--- src/rtl/fifo_pkg.sv ---
`default_nettype none
// ============================================================================
//  Module      : fifo_pkg
//  Description : Shared types and helpers for the asynchronous FIFO.
//                Provides the pointer type (one wrap bit above the address
//                bits), the FIFO depth, and the binary/Gray conversions used
//                by both clock domains.
//  Revision    : 1.0  initial release
// ============================================================================
package fifo_pkg;

    // Address bits of the FIFO memory. Every block that exchanges pointers
    // is elaborated with this width.
    parameter int FIFO_PTR_WIDTH = 5;

    // Number of words held by the memory.
    localparam int DEPTH = 2 ** FIFO_PTR_WIDTH;

    // Pointer: address bits plus one wrap bit, which lets full and empty be
    // told apart when the address bits are equal.
    typedef logic [FIFO_PTR_WIDTH:0] ptr_t;

    // Binary to reflected Gray code.
    function automatic ptr_t bin2gray(input ptr_t bin);
        return bin ^ (bin >> 1);
    endfunction

    // Reflected Gray code to binary: each binary bit is the XOR of all
    // Gray bits at or above it.
    function automatic ptr_t gray2bin(input ptr_t gray);
        ptr_t bin;
        bin[FIFO_PTR_WIDTH] = gray[FIFO_PTR_WIDTH];
        for (int i = FIFO_PTR_WIDTH - 1; i >= 0; i--) begin
            bin[i] = bin[i + 1] ^ gray[i];
        end
        return bin;
    endfunction

endpackage : fifo_pkg
`default_nettype wire

--- src/rtl/rr_arbiter.sv ---
`default_nettype none
// ============================================================================
//  Module      : rr_arbiter
//  Description : Combinational round-robin arbiter. Searches the request
//                vector starting one position above the last winner and
//                wrapping modulo N; the first asserted request wins.
//  Ports       : req      - request vector, one bit per requester
//                last     - index of the previous winner
//                enable   - when low no grant is issued
//                gnt      - one-hot grant
//                gnt_idx  - binary index of the granted requester
//                           (0 when nothing is granted)
//  Revision    : 1.0  initial release
// ============================================================================
module rr_arbiter #(
    parameter  int N  = 4,
    localparam int IW = (N > 1) ? $clog2(N) : 1
) (
    input  logic [N-1:0]  req,
    input  logic [IW-1:0] last,
    input  logic          enable,
    output logic [N-1:0]  gnt,
    output logic [IW-1:0] gnt_idx
);

    // Requester count in the width of the candidate sum so the modulo
    // reduction below compares like-sized operands.
    localparam logic [IW:0] c_n = (IW + 1)'(N);

    logic          w_found;
    logic [IW:0]   w_sum;
    logic [IW-1:0] w_cand;

    // Candidates are visited in priority order last+1, last+2, ..., last+N.
    // last never exceeds N-1, so a single conditional subtraction is enough
    // to wrap the sum back into range, and IW+1 bits hold it without
    // overflow.
    always_comb begin
        gnt     = '0;
        gnt_idx = '0;
        w_found = 1'b0;
        w_sum   = '0;
        w_cand  = '0;
        for (int k = 1; k <= N; k++) begin
            w_sum = {1'b0, last} + (IW + 1)'(k);
            if (w_sum >= c_n) begin
                w_sum = w_sum - c_n;
            end
            w_cand = w_sum[IW-1:0];
            if (enable && !w_found && req[w_cand]) begin
                w_found      = 1'b1;
                gnt[w_cand]  = 1'b1;
                gnt_idx      = w_cand;
            end
        end
    end

endmodule : rr_arbiter
`default_nettype wire

--- src/rtl/fifo_wr_arbiter.sv ---
`default_nettype none
// ============================================================================
//  Module      : fifo_wr_arbiter
//  Description : Write-side controller of the shared asynchronous FIFO.
//                Arbitrates the single memory write port round-robin among
//                NUM_REQ valid/ready requesters, owns the binary and Gray
//                write pointers, and produces a registered full flag that is
//                computed one cycle ahead from the post-write pointer.
//
//  Optional    : define FIFO_WR_ALMOST_FULL_EN to add parameter AF_THRESH and
//                the registered almost_full output. Grant behaviour is the
//                same with or without it.
//
//  Ports       : wclk, wrst   - write clock; synchronous active-high reset
//                req_valid    - per-requester write request
//                req_data     - packed data, slice i belongs to requester i
//                req_ready    - one-hot grant (word accepted on valid&ready)
//                g_rptr_sync  - Gray read pointer already in the wclk domain
//                wr_en        - memory write strobe
//                data_in      - granted requester's data to memory
//                b_wptr       - binary write pointer to memory
//                g_wptr       - registered Gray write pointer to read side
//                full         - registered full flag
//                almost_full  - registered occupancy >= AF_THRESH (optional)
//                grant_idx    - index of the winner, meaningful with wr_en
//  Revision    : 1.0  initial release
// ============================================================================
module fifo_wr_arbiter
    import fifo_pkg::*;
#(
    // Must match fifo_pkg::FIFO_PTR_WIDTH: pointers use the package type.
    parameter int PTR_WIDTH  = FIFO_PTR_WIDTH,
    parameter int DATA_WIDTH = 32,
    parameter int NUM_REQ    = 4
`ifdef FIFO_WR_ALMOST_FULL_EN
    ,
    parameter int AF_THRESH  = DEPTH - 4
`endif
) (
    input  logic                          wclk,
    input  logic                          wrst,
    input  logic [NUM_REQ-1:0]            req_valid,
    input  logic [NUM_REQ*DATA_WIDTH-1:0] req_data,
    output logic [NUM_REQ-1:0]            req_ready,
    input  logic [PTR_WIDTH:0]            g_rptr_sync,
    output logic                          wr_en,
    output logic [DATA_WIDTH-1:0]         data_in,
    output logic [PTR_WIDTH:0]            b_wptr,
    output logic [PTR_WIDTH:0]            g_wptr,
    output logic                          full,
`ifdef FIFO_WR_ALMOST_FULL_EN
    output logic                          almost_full,
`endif
    output logic [$clog2(NUM_REQ)-1:0]    grant_idx
);

    localparam int c_idx_w = $clog2(NUM_REQ);

    // ------------------------------------------------------------------------
    // State
    // ------------------------------------------------------------------------
    ptr_t               r_b_wptr;
    ptr_t               r_g_wptr;
    logic               r_full;
    logic [c_idx_w-1:0] r_rr_last;

    // ------------------------------------------------------------------------
    // Combinational grant path
    // ------------------------------------------------------------------------
    logic               w_arb_en;
    logic [NUM_REQ-1:0] w_gnt;
    logic [c_idx_w-1:0] w_gnt_idx;
    logic               w_wr;

    // No grant while full (requesters simply hold their word) or while reset
    // is asserted (a burst interrupted by reset writes nothing that cycle).
    assign w_arb_en = ~wrst & ~r_full;

    rr_arbiter #(
        .N (NUM_REQ)
    ) u_rr_arbiter (
        .req     (req_valid),
        .last    (r_rr_last),
        .enable  (w_arb_en),
        .gnt     (w_gnt),
        .gnt_idx (w_gnt_idx)
    );

    assign w_wr      = |w_gnt;
    assign req_ready = w_gnt;
    assign wr_en     = w_wr;
    assign grant_idx = w_gnt_idx;

    // With no grant the index is 0, so requester 0's slice shows up here;
    // the memory ignores it because wr_en is low.
    assign data_in   = req_data[w_gnt_idx*DATA_WIDTH +: DATA_WIDTH];

    // ------------------------------------------------------------------------
    // Next-pointer and full lookahead
    // ------------------------------------------------------------------------
    ptr_t w_b_wptr_next;
    ptr_t w_g_wptr_next;
    ptr_t w_full_pattern;

    // Binary increment wraps naturally at 2**(PTR_WIDTH+1).
    assign w_b_wptr_next = r_b_wptr + {{PTR_WIDTH{1'b0}}, w_wr};
    assign w_g_wptr_next = bin2gray(w_b_wptr_next);

    // In Gray code, "write pointer exactly one lap ahead of read pointer"
    // means the two MSBs differ and all lower bits match.
    assign w_full_pattern = {~g_rptr_sync[PTR_WIDTH:PTR_WIDTH-1],
                              g_rptr_sync[PTR_WIDTH-2:0]};

    // full is evaluated every cycle against the freshly synchronised read
    // pointer, so it both asserts with the filling write and drops the
    // cycle after a read becomes visible.
    always_ff @(posedge wclk) begin
        if (wrst) begin
            r_b_wptr  <= '0;
            r_g_wptr  <= '0;
            r_full    <= 1'b0;
            r_rr_last <= c_idx_w'(NUM_REQ - 1);
        end else begin
            r_b_wptr <= w_b_wptr_next;
            r_g_wptr <= w_g_wptr_next;
            r_full   <= (w_g_wptr_next == w_full_pattern);
            if (w_wr) begin
                r_rr_last <= w_gnt_idx;
            end
        end
    end

    assign b_wptr = r_b_wptr;
    assign g_wptr = r_g_wptr;
    assign full   = r_full;

`ifdef FIFO_WR_ALMOST_FULL_EN
    // ------------------------------------------------------------------------
    // Almost-full: occupancy after this cycle's write, modulo the pointer
    // range, compared against the threshold.
    // ------------------------------------------------------------------------
    localparam ptr_t c_af_thresh = ptr_t'(AF_THRESH);

    ptr_t w_occ_next;
    logic r_almost_full;

    assign w_occ_next = w_b_wptr_next - gray2bin(g_rptr_sync);

    always_ff @(posedge wclk) begin
        if (wrst) begin
            r_almost_full <= 1'b0;
        end else begin
            r_almost_full <= (w_occ_next >= c_af_thresh);
        end
    end

    assign almost_full = r_almost_full;
`endif

endmodule : fifo_wr_arbiter
`default_nettype wire

--- config.mk ---
export PLATFORM = sky130hd
export DESIGN_NAME = fifo_wr_arbiter
export DESIGN_NICKNAME = d
export VERILOG_FILES = /design/src/rtl/fifo_pkg.sv /design/src/rtl/rr_arbiter.sv /design/src/rtl/fifo_wr_arbiter.sv
export SDC_FILE = /design/constraint.sdc
export NUM_CORES = 1
export LEC_CHECK = 0
export CAP_MARGIN = 15
export CORE_UTILIZATION = 34
export DETAILED_ROUTE_END_ITERATION = 7
export PLACE_DENSITY_LB_ADDON = 0.15
export SYNTH_ARGS = -nofsm -noshare
export SYNTH_HDL_FRONTEND = slang
export SYNTH_SLANG_ARGS = --single-unit
--- constraint.sdc ---
create_clock -name wclk -period 5.1 [get_ports wclk]
set_input_delay 0.51 -clock wclk [delete_from_list [all_inputs] [get_ports wclk]]
set_output_delay 0.51 -clock wclk [all_outputs]
set_load 0.01 [all_outputs]
Yosys cells after proc, flatten, opt, wreduce, memory -nomap -nowiden
Index checks and enable logic that the tools add are counted.
- register bits after elaboration: 15
- input port bits: 140
- output and inout bits: 52
- word-level logic and storage cells: 81
- add/subtract/negate cells: 9
- magnitude comparators: 12
- equal/unequal tests: 1
- shifts and indexed selects: 1
- muxes and demuxes: 31
- bitwise gates (word level): 8
- reductions and logical operators: 15
- operator list (kind ; count):
    128-bit by 8-bit variable part select with 32-bit output ; 1
    2-bit 2-to-1 mux ; 8
    4-bit 2-to-1 mux ; 4
    3-bit >= comparator (second input constant) ; 4
    2-bit by 3-bit < comparator with 1-bit output (second input constant) ; 4
    4-bit bitwise OR ; 3
    1-bit logical AND ; 11
    1-bit 2-to-1 mux ; 11
    1-bit binary-select mux with 2-bit select ; 4
    1-bit demux with 2-bit select ; 4
    2-bit by 1-bit >= comparator with 1-bit output (second input constant) ; 4
    2-bit by 1-bit subtractor with 2-bit output (second input constant) ; 4
    2-bit by 2-bit adder with 3-bit output (second input constant) ; 2
    6-bit by 1-bit adder with 6-bit output ; 1
    6-bit == test ; 1
    6-bit by 5-bit bitwise XOR with 6-bit output ; 1
    4-bit OR reduction ; 1
    2-bit by 1-bit adder with 3-bit output (second input constant) ; 1
    2-bit by 3-bit adder with 3-bit output (second input constant) ; 1
    1-bit logical NOT ; 3
    1-bit inverter ; 2
    2-bit inverter ; 1
    1-bit bitwise AND ; 1

Longest topological paths before layout
Gate-level depths: netlist of run 1.
- depth in word-level cells: 23
- mapped depth: 18

Hierarchy
A second synthesis of run 1 with hierarchy kept.
- cell total of the unflattened synthesis: 176
- area, all modules: 1993.2 um^2
- by module, submodules not included (module ; times used ; cells an instance ; area each (um^2) ; sequential area each (um^2)):
    fifo_wr_arbiter ; 1 ; 122 ; 1506.4 ; 280.3
    rr_arbiter ; 1 ; 54 ; 486.7 ; 0.0

Worst setup path after synthesis of run 1
OpenSTA, ideal clock, no wires.
- kind: reg-to-reg
- start: register r_rr_last[0]
- end: register r_full, in the netlist full
- setup time: 115 ps
- data arrival time: 4074 ps
- required time: 4985 ps
- slack: 912 ps
- stages on the path, launching flop included: 19
- buffers on the path: 3
- period minus slack after synthesis: 4188 ps
- cell sequence: dfxtp_1 > buf_6 > buf_2 > inv_1 > ha_1 > buf_6 > nand2_1 > nor2_1 > o311ai_1 > o221ai_1 > nor4_2 > inv_1 > ha_1 > nand2_1 > or3_1 > and2_0 > nand3b_1 > a211o_1 > a2111oi_0
- cells in the longest elaborated chain, start to end: 23
- elaborated cells between the ends (all ways): 68
- classes of those cells: add/sub: 9; order compare: 12; eq/ne: 1; mux: 27; bitwise: 4; reduce/logical: 15
- RTL lines (element ; RTL line ; text):
    start, declared ; fifo_wr_arbiter.sv:65 ; logic [c_idx_w-1:0] r_rr_last;
    start signal, assigned ; fifo_wr_arbiter.sv:122 ; r_rr_last <= c_idx_w'(NUM_REQ - 1);
    start signal, assigned ; fifo_wr_arbiter.sv:128 ; r_rr_last <= w_gnt_idx;
    branches (longest 18 deep; another with 2-bit by 1-bit adder with 3-bit output) ; - ;
    4-bit 2-to-1 mux * ; rr_arbiter.sv:50 ; if (enable && !w_found && req[w_cand]) begin
    net req_ready[0] ; fifo_wr_arbiter.sv:44 ; output logic [NUM_REQ-1:0] req_ready,
    4-bit OR reduction * ; fifo_wr_arbiter.sv:89 ; assign w_wr = |w_gnt;
    net wr_en ; fifo_wr_arbiter.sv:46 ; output logic wr_en,
    6-bit by 1-bit adder with 6-bit output * ; fifo_wr_arbiter.sv:106 ; assign w_b_wptr_next = r_b_wptr + {{PTR_WIDTH{1'b0}}, w_wr};
    6-bit by 5-bit bitwise XOR with 6-bit output * ; fifo_pkg.sv:25 ; return bin ^ (bin >> 1);
    6-bit == test * ; fifo_wr_arbiter.sv:126 ; r_full <= (w_g_wptr_next == w_full_pattern);
    end signal, assigned ; fifo_wr_arbiter.sv:126 ;
    end, declared ; fifo_wr_arbiter.sv:64 ; logic r_full;
Mark *: on every way through the listed nets, which the timed path passes. The select of a mux whose other input is x is not followed.
A chain may end at the register's enable or synchronous reset.

Worst setup path in the final report of run 1
- start: register r_rr_last[1]
- end: output port data_in[2]
- cells in the longest elaborated chain, start to end: 20
- elaborated cells between the ends (all ways): 42
- classes of those cells: add/sub: 8; order compare: 4; shift: 1; mux: 19; reduce/logical: 10
- RTL lines (element ; RTL line ; text):
    2-bit by 1-bit adder with 3-bit output ; rr_arbiter.sv:45 ; w_sum = {1'b0, last} + (IW + 1)'(k);
    3-bit >= comparator or 2-bit by 1-bit subtractor with 2-bit output (tied branches) ; rr_arbiter.sv:46, rr_arbiter.sv:47 ;
    2-bit 2-to-1 mux ; rr_arbiter.sv:46 ; if (w_sum >= c_n) begin
    1-bit binary-select mux with 2-bit select ; rr_arbiter.sv:50 ;
    1-bit 2-to-1 mux (not written as such) ; rr_arbiter.sv:50 ;
    1-bit logical AND ; rr_arbiter.sv:50 ;
    1-bit 2-to-1 mux ; rr_arbiter.sv:50 ;
    1-bit logical NOT ; rr_arbiter.sv:50 ;
    1-bit logical AND (2 in a row) ; rr_arbiter.sv:50 ;
    1-bit 2-to-1 mux ; rr_arbiter.sv:50 ;
    1-bit logical NOT ; rr_arbiter.sv:50 ;
    1-bit logical AND (2 in a row) ; rr_arbiter.sv:50 ;
    1-bit 2-to-1 mux ; rr_arbiter.sv:50 ;
    1-bit logical NOT ; rr_arbiter.sv:50 ;
    1-bit logical AND (2 in a row) ; rr_arbiter.sv:50 ;
    2-bit 2-to-1 mux * ; rr_arbiter.sv:50 ;
    128-bit by 8-bit variable part select with 32-bit output * ; fifo_wr_arbiter.sv:96 ; assign data_in = req_data[w_gnt_idx*DATA_WIDTH +: DATA_WIDTH];
    end, declared ; fifo_wr_arbiter.sv:47 ; output logic [DATA_WIDTH-1:0] data_in,
Every way passes the cells marked *; elsewhere a longest branch is shown, timed or not. The select of a mux whose other input is x is not followed.

==> results of run 1 <==
==> what timing repair did <==
action / CTS / global route
setup buffers: 0 / 5
gates resized for setup: 0 / 1
setup endpoints to repair: 0 / 21
==> cell families after synthesis <==
| kind of cell | Yosys count |
|---|---|
| buf+inv | 31 |
| mux | 107 |
| flops | 14 |
| compound gates | 26 |
| xor+xnor | 13 |
| simple gates | 57 |
| fa+ha+maj | 10 |
==> path summary, 6_finish.rpt <==
check,startpoint,to,slack [ns],cells after the start
worst max register to register,r_rr_last[1],full,0.54,15
worst min register to register,b_wptr[1],b_wptr[3],0.66,3
worst min-delay path,b_wptr[1],b_wptr[3],0.66,3
worst max-delay path,r_rr_last[1],data_in[2],0.48,11
==> registers in the layout, indices dropped and copies added, names as in the netlist <==
name / count
b_wptr: 6
g_wptr: 5
r_rr_last: 2
full: 1
==> power groups by stage <==
stage               combinational [mW]  sequential (mW)  clock [mW]
floorplan                         1.36            0.159           0
global placement                  1.94            0.160           0
detailed placement                1.96            0.161           0
CTS                               1.97            0.159      0.0915
global route                      2.15            0.162      0.0963
finish                            2.00            0.159      0.0870
==> final cells by class <==
cell class / instances / area [µm²] / area share
Timing Repair Buffer: 201 / 1999 / 0.4561
Clock buffer: 3 / 41.29 / 0.009418
Inverter: 9 / 33.78 / 0.007705
Tap cell: 96 / 120.1 / 0.02740
Sequential cell: 14 / 280.3 / 0.06393
Multi-Input combinational cell: 213 / 1909 / 0.4355
==> worst max-delay path, delay by kind of cell, from the launching register on <==
kind / cells / cell delay [ns]
AOI/OAI and AO/OA: 1 / 0.08
adders and majority gates: 1 / 0.57
buffers and inverters: 4 / 1.15
DFF: 1 / 0.60
muxes: 3 / 0.97
and+or+nand+nor: 2 / 0.48
==> per-layer routing <==
metal,GRT usage,vias to the layer above,wire length [µm]
li1,-,1302,-
met1,0.2446,1244,3202
met2,0.3997,97,4533
met3,0.06952,8,613
met4,0.04091,0,115
met5,0,-,0
==> layout by cell type (no fill, tap or decap), drive strengths merged, types with 2 or more instances in the layout <==
master	instances
a21oi	4
a221o	2
buf	10
clkbuf	3
clkdlybuf4s50	191
dfxtp	14
ha	10
inv	9
mux2i	102
mux4	4
nand2	14
nand3	8
nand3b	2
nor2	15
nor2b	4
nor3	3
nor3b	4
o211ai	2
o21a	5
o21ai	2
o221ai	5
or3b	2
xnor2	8
xor2	5
==> results.md, run 1 <==
* Post-synthesis adder-cell area fraction at 0.05173
* Fmax at about 0.22 GHz
* Initial drt markers at 56
* Max_slew headroom at 0.6203
* Internal power at 1.268 mW
* Worst path max stage delay at 0.60 ns
* Largest net degree at the start of global routing at 43
* CTS Buffer Depth at 2
* Worst EP required at approximately 4.6 ns
* Die Height at 86.34 µm
* Overall routing resource usage at 0.2167
* Via count at 2,651
* Vias in the first global route at 2,597
* Initial core utilization at 0.3540
* CTS Hold Buffers Added at 0
* RSZ-0062 raised after global routing: false
* Total iterations of the first detailed-routing run at 5
* Max-cap violations at 0
* Most numerous cell in the Yosys netlist: mux2i_1
* N_diodes at 0
* Main combinational cell family by area after synthesis: multiplexers
* Setup crit end kind: output port
* Clock share of power at 0.039
* Hold Fails Final Rpt at 0
* Compound-gate portion of the synthesized area at 0.09002
* Post-synthesis xor/xnor area fraction at 0.04708
* Place WS at 0.4563 ns
* Register area share after synthesis at 0.1159
* # setup viols final at 0
* First-pass GRT wire length at between 10,000 and 15,000 µm
* Area delta synth->final at 81.27%
* Min-delay worst type: reg -> reg
* Setup WS post-layout at 0.4787 ns
* Layout cells sized above 1 at 0.07273
* DP Area at 0.004298 mm²
* Yosys reg bits at 14
* DRC at 0
* Cell area after synthesis at 0.002419 mm²
* Wire per inst at between 15 and 20 µm
* Final Util at 0.6418
* Root buffer cell: clkbuf_8
* Final Instance Area at 0.004384 mm²
* Post-DRT Antenna Nets at 0
* Startpoint types: flop
* Row cnt at 30
* CTS Buf Count at 3
* Seq pwr share at 0.071
* Asr flop ratio synth at 0
* Gr ovfl total at 0
* RePlAce Congestion at 0.8752
* Tmin final at 4.621 ns
* Final period utilization at 0.9061
* Cell count after synthesis at 258
* # port buffers at 191
* Synth top area cells: mux2i_1 (42%), dfxtp_1 (12%), ha_1 (5.2%)
* Power Dens Cells at 512.4 mW/mm²
* Clk sinks at 14
* Cell total after placement at ~530
* Number of synthesized flops with an enable pin at 0
* Post-route insts no fill at 536
* Syn avg cell area at between 9 and 10 µm²
* VDD IR max at 0.0002404 V
* Max-slew violations at 0
* # IOs at 192
* Syn_nets at 408
* CP max-delay cell: dfxtp_1
* Yosys cell types at 44
* Max FO, Critical Path at 12
* Initial antenna violation count at 0
* Comb pwr share at 0.891
* Core Footprint at 0.006832 mm²
* CTS tree: done
* Simple-gate share of the synthesized area at 0.1262
* Worst Skew at 0.004244 ns
* Die area at 0.007455 mm²
* DR vias/cell at just under 5
* Clk slew on worst S/H paths at 0.05 ns
* Outcome: completed
* Switching Share at 0.4354
* Crit path DAT at ~4.1 ns
* Yosys warns at 0
* Nets at 592
* Psw at 0.9782 mW
* Power, Total at 2.246 mW
* H-tree depth at 1
* Setup TNS at 0 ns
* Yosys top cell by area: mux2i_1
* Clk Latency, worst-skew pair at roughly 0.24 ns
* Share of the synthesized area in the top cell type at 0.4221
* Cell Chain, Critical Path: inv_1 > ha_1 > mux4_2 > nor3b_4 > nand3_2 > o31ai_4 > buf_4 > buf_4 > mux2i_1 > mux2i_1 > clkdlybuf4s50_1
* Worst Hold Slack at 0.6622 ns
* Leak at 1.792 nW
* Fillers at ~630
* Main synth FF type: dfxtp_1
* Commonest cells in the netlist: mux2i_1 (102), nor2_1 (15), dfxtp_1 (14), nand2_1 (14), ha_1 (10)
* Post-DP HPWL at 7123 µm
* Worst Tran Pin Value at roughly 0.57 ns
* Multiplexer area fraction after synthesis at 0.4640
* Chip width at 86.34 µm
* Crit path kind: reg -> out
* Routed WL at 8464 µm
Power figures use the tool's default switching activity.
==> inputs of run 2 (changes only) <==
--- a/config.mk
+++ b/config.mk
@@ -9,6 +9,7 @@
 export CORE_UTILIZATION = 34
 export DETAILED_ROUTE_END_ITERATION = 7
 export PLACE_DENSITY_LB_ADDON = 0.15
+export SKIP_CTS_REPAIR_TIMING = 1
 export SYNTH_ARGS = -nofsm -noshare
 export SYNTH_HDL_FRONTEND = slang
 export SYNTH_SLANG_ARGS = --single-unit
==> results of run 2 <==
No change in the layout: final DEF, timing and power equal those of run 1.
==> inputs of run 3 (changes only) <==
--- a/config.mk
+++ b/config.mk
@@ -5,8 +5,9 @@
 export SDC_FILE = /design/constraint.sdc
 export NUM_CORES = 1
 export LEC_CHECK = 0
+export ABC_AREA = 1
 export CAP_MARGIN = 15
-export CORE_UTILIZATION = 34
+export CORE_UTILIZATION = 35
 export DETAILED_ROUTE_END_ITERATION = 7
 export PLACE_DENSITY_LB_ADDON = 0.15
 export SKIP_CTS_REPAIR_TIMING = 1
==> run 3 against run 2 <==
Cell count grew 45%. Design area rose by 4.7%. Non-clock buffer count is 4 lower. Routed wire length rose by 7.9%. Synthesized cell count grew 95%. Fmax decreased by 0.33%. Largest power group unchanged.
==> results.md, run 3 <==
* # setup viols final at 0 (unchanged)
* Outcome: completed
* Clk Latency, worst-skew pair at 0.25 ns (about the same)
* Cell total after placement at 771 (+46%)
* Setup WS post-layout at 0.4634 ns (-0.01533 ns)
* Comb pwr share at 0.899 (+0.008)
* Register area share after synthesis at 0.1069 (-0.008961)
* Via count at 3,657 (+38%)
* # port buffers at 191 (unchanged)
* Worst r2r src: r_rr_last[1]
* Fmax at 0.2157 GHz (-0.33%)
* # IOs at 192 (unchanged)
* Total iterations of the first detailed-routing run at 4 (-1)
* Worst Hold Slack at 0.6405 ns (-0.02175 ns)
* First-pass GRT wire length at 13,940 µm (+11%)
* Row cnt at 31 (+3.3%)
* Worst EP required at 4.59 ns (about the same)
* Hold Fails Final Rpt at 0 (unchanged)
* Initial antenna violation count at 0 (unchanged)
* Tmin final at 4.637 ns (+0.01533 ns)
* Commonest cells in the netlist: nand2_1 (128), inv_1 (110), nand3_1 (61)
* N_diodes at 0 (unchanged)
* Wire per inst at 11.78 µm (-25%)
* Cell count after synthesis at 504 (+95%)
* VDD IR max at 0.0004374 V (+82%)
* RSZ-0062 raised after global routing: false
* Main synth FF type: dfxtp_1
* Max-slew violations at 0 (unchanged)
* Clk slew on worst S/H paths at 0.06 ns (about the same)
* Initial drt markers at 104 (+86%)
* Register area at 280.3 µm² (unchanged)
* Syn avg cell area at 5.201 µm² (-45%)
* Nets at 827 (+40%)
* DRC at 0 (unchanged)
* Leak at 2.325 nW (+30%)
* Final period utilization at 0.9091 (+0.003006)
* Setup crit end kind: output port
* Most common cell after layout, fill and taps aside: clkdlybuf4s50_1
* Worst Skew at 0.004306 ns (+0.00006201 ns)
* Syn_nets at 654 (+60%)
* Largest register FFs at 6 (unchanged)
* Post-route insts no fill at 775 (+45%)
* Area delta synth->final at 75.04%
* Psw at 1.289 mW (+32%)
* Post-DRT Antenna Nets at 0 (unchanged)
* Crit path kind: reg -> out
* Yosys cell types at 25 (-43%)
* Layout cells sized above 1 at 0.04438 (-0.02835)
* Max FO, Critical Path at 41 (+29)
* Post-DP HPWL at 7191 µm (+0.96%)
* Cell area after synthesis at 0.002621 mm² (+8.4%)
* H-tree depth at 1 (unchanged)
* Leading cell types in the layout, fill and taps excluded: clkdlybuf4s50_1 (191), nand2_1 (128), inv_1 (110)
* Switching Share at 0.4997 (+0.06425)
* Clock share of power at 0.041 (+0.002)
* Root buffer cell: clkbuf_8
* Hold Crit Start: b_wptr[5]
* Clk sinks at 14 (unchanged)
* Max_slew headroom at 0.6267 (+0.006460)
* Overall routing resource usage at 0.2202 (+0.003473)
* Chip width at 88.54 µm (+2.5%)
* Internal power at 1.290 mW (+1.7%)
* Routed WL at 9131 µm (+7.9%)
* Worst setup startpoint: r_rr_last[1]
* Multi-input gate area at 0.001738 mm² (-9.0%)
* Setup TNS at 0 ns (unchanged)
* Die Height at 88.54 µm (+2.5%)
* Largest net degree at the start of global routing at 42 (-2.3%)
* Min-delay worst type: reg -> reg
* CTS tree: done
* Yosys reg bits at 14 (unchanged)
* Yosys warns at 0 (unchanged)
* Core Footprint at 0.007253 mm² (+6.2%)
* Asr flop ratio synth at 0 (unchanged)
* Startpoint types: flop
* Die area at 0.007839 mm² (+5.2%)
* Gr ovfl total at 0 (unchanged)
* RePlAce Congestion at 0.8785 (+0.38%)
* Seq pwr share at 0.060 (-0.011)
* CTS Buffer Depth at 2 (unchanged)
* Yosys top cell by area: nand2_1
* Crit path DAT at 4.13 ns (+0.02 ns)
* DR vias/cell at 4.719 (-4.6%)
* Share of the synthesized area in the top cell type at 0.1833 (-0.2388)
* Synth top area cells: nand2_1 (18%), inv_1 (16%), nand3_1 (12%)
* Vias in the first global route at 3,191 (+23%)
* Initial core utilization at 0.3614 (+0.007364)
* Power Dens Cells at 562.2 mW/mm² (+9.7%)
* Final Util at 0.6326 (-0.009189)
* Most numerous cell in the Yosys netlist: nand2_1
* Final Instance Area at 0.004588 mm² (+4.7%)
* Place WS at 0.6967 ns (+0.2404 ns)
* Fillers at 707 (+13%)
* Number of synthesized flops with an enable pin at 0 (unchanged)
* Max-cap violations at 0 (unchanged)
* CTS Buf Count at 3 (unchanged)
* Power, Total at 2.579 mW (+15%)
* Worst Tran Pin Value at 0.5591 ns (-0.01051 ns)
* DP Area at 0.004533 mm² (+5.5%)
[run 3: changes by cell type after synthesis, sizes merged, moves of 5 or more]
| cell | previous run | this run |
|---|---|---|
| inv | 9 | 115 |
| mux2i | 102 | 0 |
| nand2 | 14 | 136 |
| nand3 | 8 | 63 |
| nand4 | 0 | 35 |
| nor2 | 15 | 51 |
| o21a | 5 | 0 |
| o21ai | 2 | 32 |
| o221ai | 5 | 0 |
[run 3: final cells by class]
type	count	area share
repair buffers	197	0.4265
multi-input cells	346	0.3788
inverters	115	0.09463
flip-flops and latches	14	0.06109
well taps	99	0.02700
clock buffers	4	0.01200
[run 3: critical path, stage by stage (launching register included)]
cell and delay, ns:
dfxtp_1 0.52, inv_1 0.23, ha_1 0.41, inv_1 0.08, nand3_1 0.10, nand2_2 0.10, nand2_2 0.13, nor2_1 0.08
nand2_1 0.06, nand2_1 0.05, inv_2 0.41, nand3_4 0.45, buf_4 0.39, nand2_1 0.09, nand2_1 0.04, o21ai_1 0.17
clkdlybuf4s50_1 0.56
[run 3: kinds of logic after synthesis]
family,synth area share
simple gates,0.5141
buf+inv,0.2301
compound gates,0.06110
flops,0.1069
xor+xnor,0.04010
fa+ha+maj,0.04773
[run 3: metal layers]
metal,vias to the layer above,part of all wire,global-route usage,routed length [µm]
li1,1888,-,-,-
met1,1602,0.41,0.2577,3721
met2,154,0.48,0.3979,4406
met3,13,0.092,0.05690,838
met4,0,0.018,0.05572,164
met5,-,0,0,0
[run 3: power groups by stage]
stage / Combinational (mW) / Sequential, mW / Clock [mW]
3_5_place_dp: 2.33 / 0.156 / 0
4_1_cts: 2.34 / 0.155 / 0.109
3_3_place_gp: 2.30 / 0.156 / 0
5_1_grt: 2.56 / 0.156 / 0.113
6_report: 2.32 / 0.154 / 0.107
2_1_floorplan: 1.39 / 0.159 / 0
[run 3: path summary, 6_finish.rpt]
check | cells past startpoint | to | slack, ns
hold / removal | 3 | b_wptr[5] | 0.64
setup reg to reg | 18 | full | 1.23
hold reg to reg | 3 | b_wptr[5] | 0.64
setup / recovery | 16 | data_in[11] | 0.46
==> RTL edit 1, RTL diff (config.mk and constraints of run 2) <==
The option `FIFO_WR_ALMOST_FULL_EN` is turned on by a define.
--- a/src/rtl/fifo_wr_arbiter.sv
+++ b/src/rtl/fifo_wr_arbiter.sv
@@ -26,4 +26,6 @@
 //  Revision    : 1.0  initial release
 // ============================================================================
+`define FIFO_WR_ALMOST_FULL_EN
+
 module fifo_wr_arbiter
     import fifo_pkg::*;
Function (old outputs only; new: almost_full): kept (equiv_simple and equiv_induct, registers matched by name and starting in step).
==> RTL edit 1 against run 2 <==
- critical endpoint is now almost_full
- non-clock buffer count grew 1
- die area up 0.66%
- highest routed layer unchanged
- cell area grew 1.9%
- combinational power is 24% lower
- synthesized area increased by 0.67%
- clock power is 9.8% higher
- power shrank 21%
- sequential cell count is 1 higher
- wire length is 3.7% higher
- sequential power down 3%
- worst setup slack lost 0.078 ns
==> RTL edit 1: results (changes against run 2) <==
post-DP HPWL: 7210 µm (+1.3%)
largest net degree at the start of global routing: 34 (-21%)
Synth cell types: 42 (-4.5%)
number of fill cells in the layout: 576 (-8.3%)
DP Cell Count: 535 (+1.3%)
CP max stage delay: 0.53 ns (-0.07 ns)
Max FO, Critical Path: 6 (-6)
Mapped Cells: 252 (-2.3%)
vias per inst: 4.89 (-1.1%)
Synth top area share: 0.415 (-0.00693)
internal power: 1.03 mW (-18%)
reg2reg end: almost_full
Setup CP Type: in2reg
met1 Use GR: 0.256 (+0.0110)
DRT Pass-1 Iters: 4 (-1)
origin of the critical flop-to-flop path: r_rr_last[0]
Post-Synth XOR/XNOR Area: 0.0791 (+0.0321)
total number of vias: 2636 (-0.57%)
hold slack final: 0.674 ns (+0.0118 ns)
main area contributors after synthesis: mux2i_1 (42%), dfxtp_1 (12%), ha_1 (7.7%)
met3 Use GR: 0.0590 (-0.0105)
outcome: complete, no violations
IO buf count: 192 (+0.52%)
f_max: 213 MHz (-1.7%)
1st-iter DRT viols: 81 (+45%)
GRT Overall Usage: 0.217 (+0.000535)
drt wl/cell: 16.3 µm (+3.2%)
met3 wire length: 778 µm (+27%)
met2 routed WL: 4280 µm (-5.5%)
==> RTL edit 1: power groups by stage <==
stage | registers [mW] | clock network, mW | logic [mW]
after detailed placement | 0.158 | 0 | 1.52
after global placement | 0.157 | 0 | 1.50
after CTS | 0.156 | 0.0979 | 1.53
after floorplan | 0.167 | 0 | 0.970
final | 0.155 | 0.0955 | 1.52
after global routing | 0.158 | 0.104 | 1.64
==> RTL edit 1: final cells by class <==
| class | instances | area, µm² | area share |
|---|---|---|---|
| clock buffers | 4 | 45.0 | 0.0101 |
| inverters | 15 | 56.3 | 0.0126 |
| multi-input cells | 207 | 1930 | 0.431 |
| flip-flops and latches | 15 | 300 | 0.0672 |
| well taps | 96 | 120 | 0.0269 |
| repair buffers | 202 | 2020 | 0.452 |
==> RTL edit 1: worst max-delay path: cells and delay by family <==
family	cells	cell delay, ns
and+or+nand+nor	3	0.91
muxes	1	0.53
buffers and inverters	2	0.60
AOI/OAI and AO/OA	5	1.07
xor gates and xnor gates	1	0.14
adders and majority gates	3	1.12
==> RTL edit 2, RTL diff (config.mk and constraints of run 2) <==
Made on the original files. `DATA_WIDTH`: 32 -> 48.
--- a/src/rtl/fifo_wr_arbiter.sv
+++ b/src/rtl/fifo_wr_arbiter.sv
@@ -31,5 +31,5 @@
     // Must match fifo_pkg::FIFO_PTR_WIDTH: pointers use the package type.
     parameter int PTR_WIDTH  = FIFO_PTR_WIDTH,
-    parameter int DATA_WIDTH = 32,
+    parameter int DATA_WIDTH = 48,
     parameter int NUM_REQ    = 4
 `ifdef FIFO_WR_ALMOST_FULL_EN
Interface: changed (resized data_in and req_data); port bits go from 192 to 272. The function was not compared with the original's and may differ.
==> RTL edit 2 against run 2 <==
- wire length grew 39%
- synthesized cell count grew 19%
- synthesized area grew 17%
- critical endpoint is now data_in[34]
- power grew 27%
- worst setup slack lost 0.12 ns
- register-to-register slack lost 0.09 ns
- highest routed layer unchanged
- cell area grew 29%
- sequential cell count is the same
- via count grew 26%
- combinational power grew 30%
- first-iteration DRC count grew 50%
==> RTL edit 2: results (changes against run 2) <==
outcome: complete, no violations
post-DP HPWL: 10200 µm (+44%)
1st-iter DRT viols: 84 (+50%)
DRT Pass-1 Iters: 4 (-1)
CP max stage delay: 0.91 ns (+0.31 ns)
vias in the first global route: 3363 (+29%)
LEAKAGE: 2.35 nW (+31%)
Max FO, Critical Path: 42 (+30)
Final nets: 778 (+31%)
Post-synth ARST share: 0 (unchanged)
GRT Overall Usage: 0.258 (+0.0414)
drt total wl: 11800 µm (+39%)
switching share of power: 0.432 (-0.00302)
Fin Clk Skew: 0.00510 ns (+0.000853 ns)
Setup crit start: req_valid[3]
RePlAce Congestion: 0.890 (+1.7%)
Crit-path slowest cell: o31ai_4
Worst Reg-to-Reg Cells: 15 (unchanged)
Synth cell types: 39 (-11%)
Place WS: 0.276 ns (-0.180 ns)
CTS clk-pin slew, worst paths: 0.05 ns (about the same)
Mapped Cells: 307 (+19%)
Critical Path AT: 4.23 ns (+0.12 ns)
main area contributors after synthesis: mux2i_1 (53%), dfxtp_1 (9.9%), ha_1 (4.4%)
yosys warns: 0 (unchanged)
layout cells sized above 1: 0.0426 (-0.0301)
origin of the critical flop-to-flop path: r_rr_last[0]
Slew Limit Headroom: 0.233 (-0.387)
syn_nets: 521 (+28%)
Final Hold Viols: 0 (unchanged)
DP Cell Count: 661 (+25%)
Hold Startpoint: b_wptr[5]
first-pass GRT wire length: 17100 µm (+36%)
Min-Delay Path Depth: 2 (-1)
Post-synth top cells: mux2i_1 (150), nor2_1 (18), dfxtp_1 (14)
Placement Cell Area: 0.00559 mm² (+30%)
vias per inst: 5.02 (+1.5%)
total number of vias: 3338 (+26%)
worst vdd ir: 0.289 mV (+20%)
register area share after synthesis: 0.0994 (-0.0165)
IO buf count: 271 (+42%)
initial antenna violation count: 0 (unchanged)
-- RTL edit 2: cell types whose count changed after synthesis, moves of 3 or more --
| cell | run 2 | this run |
|---|---|---|
| buf_4 | 3 | 7 |
| buf_6 | 4 | 1 |
| buf_12 | 5 | 2 |
| clkbuf_1 | 2 | 7 |
| nor2_1 | 15 | 18 |
| mux2i_1 | 102 | 150 |
-- RTL edit 2: cell families (layout without fill, tap and decap cells) --
family / after synthesis / in the layout / synth area share
simple gates: 55 / 55 / 0.100
buf+inv: 36 / 292 / 0.0799
xor+xnor: 14 / 14 / 0.0435
mux: 155 / 155 / 0.569
flops: 14 / 14 / 0.0994
compound gates: 23 / 23 / 0.0639
fa+ha+maj: 10 / 10 / 0.0444
-- RTL edit 2: power by group through the flow --
stage / clock network, mW / logic [mW] / registers [mW]
floorplan: 0 / 1.64 / 0.157
global placement: 0 / 2.58 / 0.145
finish: 0.107 / 2.61 / 0.144
global route: 0.115 / 2.79 / 0.146
CTS: 0.110 / 2.63 / 0.144
detailed placement: 0 / 2.61 / 0.147
-- RTL edit 2: per-layer routing --
metal,part of all wire,GRT usage,up-vias
li1,-,-,1635
met1,0.36,0.278,1551
met2,0.53,0.490,134
met3,0.079,0.0780,18
met4,0.022,0.0577,0
met5,0,0,-
-- RTL edit 2: final cells by class --
cell class,instances,area (µm²)
clock buffers,4,55.1
fillers,612,2240
inverters,9,33.8
multi-input cells,257,2340
flip-flops and latches,14,280
well taps,102,128
repair buffers,279,2810
-- RTL edit 2: path summary, 6_finish.rpt --
kind | slack [ns] | end
max | 0.36 | data_in[34]
min | 0.67 | b_wptr[5]
max reg2reg | 0.45 | full
min reg2reg | 0.67 | b_wptr[5]
